$ cat src/rtl/multdiv_pkg.sv
// Shared constants and helpers for the sequential multiply/divide unit.
// Latency: none (types, constants and a pure function only).
// Backpressure: none.
package multdiv_pkg;

   // Legacy-compatible state encoding
   typedef logic [1:0] stateT;
   localparam stateT IDLE = 2'd0;
   localparam stateT MULT = 2'd1;
   localparam stateT DIV  = 2'd2;
   localparam stateT DONE = 2'd3;

   localparam int MULT_ITERS = 16;   // radix-4 Booth: two multiplier bits per step
   localparam int DIV_ITERS  = 32;   // restoring divide: one quotient bit per step
   localparam int CNT_W      = 6;

   localparam logic [31:0] INT_MIN = 32'h8000_0000;

   // Magnitude of a two's complement word; INT_MIN maps to 0x80000000 read as unsigned
   function automatic logic [31:0] absVal(input logic [31:0] v);
      return v[31] ? (~v + 32'd1) : v;
   endfunction

endpackage

$ cat src/rtl/booth_recoder.sv
// Radix-4 Booth recoder: three multiplier bits select 0, +-M or +-2M.
// Latency: combinational.
// Backpressure: none.
module booth_recoder
   import multdiv_pkg::*;
(
   input  logic [2:0]  boothBits,
   input  logic [31:0] multiplicand,
   output logic [32:0] partialProduct
);

   logic [32:0] mOne;
   logic [32:0] mTwo;

   assign mOne = {multiplicand[31], multiplicand};
   assign mTwo = {multiplicand, 1'b0};

   // Select the signed multiple of the multiplicand for this digit
   always_comb begin
      partialProduct = '0;
      case (boothBits)
         3'b001, 3'b010: partialProduct = mOne;
         3'b011:         partialProduct = mTwo;
         3'b100:         partialProduct = ~mTwo + 33'd1;
         3'b101, 3'b110: partialProduct = ~mOne + 33'd1;
         default:        partialProduct = '0;
      endcase
   end

endmodule

$ cat src/rtl/seq_multdiv.sv
// Iterative signed 32-bit multiply (radix-4 Booth) and divide (restoring on magnitudes).
// Latency: multiply 17 edges, divide 33 edges from the start edge to the one-cycle RDY pulse.
// Backpressure: none; a new start at any time aborts and restarts, result held until next completion.
module seq_multdiv #(
   parameter int MULT_ITERS = multdiv_pkg::MULT_ITERS,
   parameter int DIV_ITERS  = multdiv_pkg::DIV_ITERS
) (
   input  logic        clock,
   input  logic        reset,
   input  logic [31:0] data_operandA,
   input  logic [31:0] data_operandB,
   input  logic        ctrl_MULT,
   input  logic        ctrl_DIV,
   output logic [31:0] data_result,
   output logic        data_exception,
   output logic        data_resultRDY
);
   import multdiv_pkg::*;

   localparam logic [CNT_W-1:0] MULT_LAST = CNT_W'(MULT_ITERS);
   localparam logic [CNT_W-1:0] DIV_LAST  = CNT_W'(DIV_ITERS);

   stateT            state;
   logic [CNT_W-1:0] cnt;
   // Multiply: {upper, lower} is the 65-bit product register, guard is the Booth guard bit.
   // Divide: upper is the partial remainder, lower the dividend/quotient shift register.
   logic [32:0]      upper;
   logic [31:0]      lower;
   logic             guard;
   logic [31:0]      mcand;      // multiplicand, or divisor magnitude
   logic             quotNeg;
   logic             divZero;
   logic             divOvf;

   logic        startAny;
   logic        multFinish;
   logic        divFinish;
   logic [32:0] pp;
   logic        ppTop;
   logic [32:0] remShift;
   logic [34:0] addA;
   logic [34:0] addB;
   logic        addCin;
   logic [34:0] addSum;
   logic [32:0] prodHigh;

   assign startAny   = ctrl_MULT | ctrl_DIV;
   assign multFinish = (state == MULT) && (cnt == MULT_LAST) && !startAny;
   assign divFinish  = (state == DIV)  && (cnt == DIV_LAST)  && !startAny;

   booth_recoder uRecoder (
      .boothBits      ({lower[1:0], guard}),
      .multiplicand   (mcand),
      .partialProduct (pp)
   );

   // -2 * INT_MIN is +2^32, which wraps negative in 33 bits; its true sign bit is 0
   assign ppTop = (({lower[1:0], guard} == 3'b100) && (mcand == INT_MIN)) ? 1'b0 : pp[32];

   // Partial remainder shifted left with the next dividend bit; always below 2^32
   assign remShift = {upper[31:0], lower[31]};

   // Shared adder: Booth accumulate in MULT, trial subtract of the divisor in DIV
   always_comb begin
      addA   = {upper[32], upper[32], upper};
      addB   = {ppTop, ppTop, pp};
      addCin = 1'b0;
      if (state == DIV) begin
         addA   = {2'b00, remShift};
         addB   = {3'b111, ~mcand};
         addCin = 1'b1;
      end
   end

   assign addSum   = addA + addB + {34'd0, addCin};
   assign prodHigh = {upper[31:0], lower[31]};

   // Sequencer and working registers: start/abort, iterate, then one cycle in DONE
   always_ff @(posedge clock or negedge reset) begin
      if (!reset) begin
         state   <= IDLE;
         cnt     <= '0;
         upper   <= '0;
         lower   <= '0;
         guard   <= 1'b0;
         mcand   <= '0;
         quotNeg <= 1'b0;
         divZero <= 1'b0;
         divOvf  <= 1'b0;
      end else if (ctrl_MULT) begin
         state <= MULT;
         cnt   <= '0;
         upper <= '0;
         lower <= data_operandB;
         guard <= 1'b0;
         mcand <= data_operandA;
      end else if (ctrl_DIV) begin
         state   <= DIV;
         cnt     <= '0;
         upper   <= '0;
         lower   <= absVal(data_operandA);
         guard   <= 1'b0;
         mcand   <= absVal(data_operandB);
         quotNeg <= data_operandA[31] ^ data_operandB[31];
         divZero <= (data_operandB == 32'd0);
         divOvf  <= (data_operandA == INT_MIN) && (data_operandB == 32'hFFFF_FFFF);
      end else begin
         case (state)
            MULT: begin
               if (cnt == MULT_LAST) begin
                  state <= DONE;
               end else begin
                  upper <= addSum[34:2];
                  lower <= {addSum[1:0], lower[31:2]};
                  guard <= lower[1];
                  cnt   <= cnt + CNT_W'(1);
               end
            end
            DIV: begin
               if (cnt == DIV_LAST) begin
                  state <= DONE;
               end else begin
                  if (addSum[34]) begin
                     upper <= remShift;
                     lower <= {lower[30:0], 1'b0};
                  end else begin
                     upper <= addSum[32:0];
                     lower <= {lower[30:0], 1'b1};
                  end
                  cnt <= cnt + CNT_W'(1);
               end
            end
            DONE:    state <= IDLE;
            default: state <= IDLE;
         endcase
      end
   end

   // Result registers load only on entry to DONE; RDY is high for that single cycle
   always_ff @(posedge clock or negedge reset) begin
      if (!reset) begin
         data_result    <= '0;
         data_exception <= 1'b0;
         data_resultRDY <= 1'b0;
      end else begin
         data_resultRDY <= multFinish | divFinish;
         if (multFinish) begin
            data_result    <= lower;
            data_exception <= !((&prodHigh) || !(|prodHigh));
         end else if (divFinish) begin
            if (divZero) begin
               data_result    <= '0;
               data_exception <= 1'b1;
            end else if (divOvf) begin
               data_result    <= INT_MIN;
               data_exception <= 1'b1;
            end else begin
               data_result    <= quotNeg ? (~lower + 32'd1) : lower;
               data_exception <= 1'b0;
            end
         end
      end
   end

endmodule

$ cat config.mk
export PLATFORM = sky130hd
export DESIGN_NAME = seq_multdiv
export DESIGN_NICKNAME = d
export VERILOG_FILES = /design/src/rtl/multdiv_pkg.sv /design/src/rtl/booth_recoder.sv /design/src/rtl/seq_multdiv.sv
export SDC_FILE = /design/constraint.sdc
export NUM_CORES = 1
export LEC_CHECK = 0
export CAP_MARGIN = 10
export CORE_MARGIN = 2
export CORE_UTILIZATION = 50
export DETAILED_ROUTE_END_ITERATION = 16
export GPL_TIMING_DRIVEN = 0
export PLACE_DENSITY = 0.7
export SETUP_SLACK_MARGIN = 0.2
export SYNTH_ARGS = -nofsm -noshare
export SYNTH_HDL_FRONTEND = slang
export SYNTH_SLANG_ARGS = --single-unit
$ cat constraint.sdc
create_clock -name clock -period 11.7 [get_ports clock]
set_clock_uncertainty 0.15 [all_clocks]
set_input_delay 3.51 -clock clock [delete_from_list [all_inputs] [get_ports clock]]
set_output_delay 3.51 -clock clock [all_outputs]
set_load 0.005 [all_outputs]
==> results_dict.tcl <==
set metrics [dict create \
    outcome "complete, no violations" \
    grt_pass1_vias 14500 \
    cts_setup_buffers 0 \
    die_area_sq_um 28700 \
    initial_utilization 0.508 \
    top_usage_layer "met2" \
    coreArea_sq_um 27000 \
    clk_latency_ns 0.44 \
    drv_cap 0 \
    r2r-start "state[0]" \
    grt_overflow_total 0 \
    drt-initial-drc-count 2223 \
    first_pass_iters 6 \
    leakage_nw 6.18 \
    synth_cell_types 78 \
    ys.flop_type "dfrtp_1" \
    clk_pin_slew_ns 0.08 \
    cts_buffers 17 \
    gp_congestion 1.04 \
    final-max-slew-violation-count 0 \
    worst_slew_pin_slew_ns 1.20 \
    synth_seq_cells 143 \
    cp-endpoint "upper[7]" \
    htree_levels 4 \
    mostFrequentLayoutCells "nand2_1, o21ai_0, a21oi_1" \
    port_buffers 100 \
    cts_resized 0 \
    async_reset_ff_frac 1.00 \
    min_period_ns 7.63 \
    required_ns 11.83 \
    grt_pass1_wl_um 83100 \
    synth_edf_count 0 \
    rr_endpoint "upper[7]" \
    vias 15500 \
    grt_start_max_net_pins 87 \
    finalWorstSetupSlack_ns 4.07 \
    syn_to_final_growth_pct 14.9 \
    yosys_warnings 0 \
    ioPinCount 102 \
    cts.sinks 143 \
    hold_viol 0 \
    ys_seq_area_frac 0.261 \
    pre_cts_ws_ns 4.14 \
    die_x_um 170 \
    clockBufferDepth 2 \
    final_common_cell "nand2_1" \
    fmax_mhz 131 \
    p_per_area_nw_per_um2 164 \
    track_usage 0.375 \
    crit_path_start_kind "register" \
    met3_usage 0.0884 \
    fp.dieH_um 170 \
    ff2ff_path_depth 17 \
    end_kind "register" \
    syn_area_sq_um 13700 \
    min_period_over_period 0.652 \
    drive_gt1_frac 0.0500 \
    drc 0 \
    cp_max_fo 10 \
    cts_tree "built" \
    gr-usage-met1 0.510 \
    wl_um 54600 \
    grt_antenna_before_repair 1 \
    synth_top_area_share 0.261 \
    rows 60 \
    timing.critical_path.from "state[0]" \
    peakVddDrop_mv 0.0852 \
    post_drt_wl_per_cell_um 23.9 \
    synth_area_per_cell_sq_um 7.58 \
    rsz0062_at_grt "false" \
    yosys.area.top_type "dfrtp_1" \
    nFillCells 2535 \
    grt_use_met2 0.572 \
    syn_nets 1921 \
    fin_tns_setup_ns 0 \
    yosys-top-cells-area "dfrtp_1, o21ai_0, nand2_1" \
    stdcell_area_sq_um 15700 \
    max-slew-margin-rel 0.195 \
    synthCells 1808 \
    r2r_setup_slack_ns 4.07 \
    root_buffer "clkbuf_16" \
    hpwl_um 42200 \
    nets 2041 \
    vias_per_cell 6.77 \
    dpl_cell_area_sq_um 15200 \
    setup_viol 0 \
    path_class "reg -> reg" \
    holdCritPathClass "reg -> reg" \
    ant_nets 0 \
    cts_hold_buf 0 \
    cp.arrival_ns 7.77 \
]
## cell type report
class	count	area, sq um	share of cell area
Multi-Input combinational cell	1486	9440	0.600
Timing Repair Buffer	101	1030	0.0654
Clock inverter	14	139	0.00883
Buffer	147	563	0.0358
Clock buffer	18	439	0.0279
Sequential cell	143	3580	0.227
Inverter	32	120	0.00763
Antenna cell	1	2.50	0.000159
Tap cell	341	427	0.0271
## cell families (layout without fill, tap and decap cells)
kind of cell    after synthesis  count (layout)  synth area share
fa+ha+maj                    45              45            0.0422
mux                          75              75            0.0580
simple gates                601             601             0.212
buf+inv                     179             312            0.0499
flops                       143             143             0.261
xor+xnor                    135             135            0.0863
other cells                   0               1                 0
compound gates              630             630             0.290
## synth_stat cells, types with 3 or more instances
cell type	count
nand2_1	216
o21ai_0	197
a21oi_1	147
dfrtp_1	143
clkbuf_1	129
nor2_1	126
xor2_1	79
a211oi_1	68
xnor2_1	56
ha_1	43
nor3_1	41
mux2i_1	40
mux2_2	35
nand4_1	34
nor2b_1	32
inv_1	30
nand3_1	30
o31ai_1	29
or3_1	28
o22ai_1	26
a22oi_1	24
nor4_1	24
a31oi_1	17
a21o_1	16
a221oi_1	15
buf_1	14
nand2b_1	13
o211ai_1	10
or2_2	10
a221o_1	9
a32oi_1	9
and3_1	9
o41ai_1	9
or4_1	9
o21a_1	8
and2_1	6
o211a_1	5
or4_4	5
a311oi_1	4
a32o_1	4
nor3b_1	4
a2111o_1	3
a2111oi_0	3
o221ai_1	3
## where the power goes
group	switching, mW	internal (mW)	total (mW)
sequential	0.102	0.558	0.660
combinational	0.877	0.482	1.36
clock	0.266	0.289	0.554
total	1.24	1.33	2.57
## flip-flops by register name, summed over array words and instances, names as in the netlist
| name | cells |
|---|---|
| data_exception | 1 |
| mcand | 32 |
| guard | 1 |
| data_resultRDY | 1 |
| upper | 33 |
| quotNeg | 1 |
| state | 2 |
| data_result | 32 |
| lower | 32 |
| divZero | 1 |
| cnt | 6 |
| divOvf | 1 |
## worst min-delay path by stage
stage / from / end / slack [ns] / cells after the start
final: divZero / divZero / 0.33 / 2
after global placement: upper[32] / upper[32] / 0.31 / 2
after global routing: data_result[15] / data_result[15] / 0.36 / 2
after CTS: upper[32] / upper[32] / 0.33 / 2
after detailed placement: upper[32] / upper[32] / 0.31 / 2
after floorplan: divZero / divZero / 0.29 / 2
## routing by layer
layer	part of all wire	up-vias
li1	-	6926
met1	0.40	7317
met2	0.43	1002
met3	0.12	215
met4	0.046	2
met5	0.00024	-
## worst max-delay path: stages (launching register included)
cell      delay [ns]
dfrtp_1         0.41
inv_1           0.06
ha_1            0.28
clkbuf_1        0.45
clkbuf_1        0.57
buf_1           0.70
clkbuf_1        0.69
mux2_2          0.43
ha_1            0.27
clkbuf_1        0.30
nand4_1         0.23
a2111o_1        0.47
o211ai_1        0.56
a22oi_1         0.41
a21oi_2         0.64
buf_2           0.43
mux2i_1         0.28
o21ai_0         0.12
## stage by stage
step	instances	hold WS (ns)	util	power [mW]
5_1_grt	2282	0.359	0.584	2.70
2_1_floorplan	1808	0.291	-	1.55
4_1_cts	2282	0.329	0.584	2.52
3_5_place_dp	2250	0.313	0.562	1.96
6_report	2283	0.325	0.584	2.57
3_3_place_gp	2249	0.309	0.561	1.95
(Power assumes the default switching activity.)
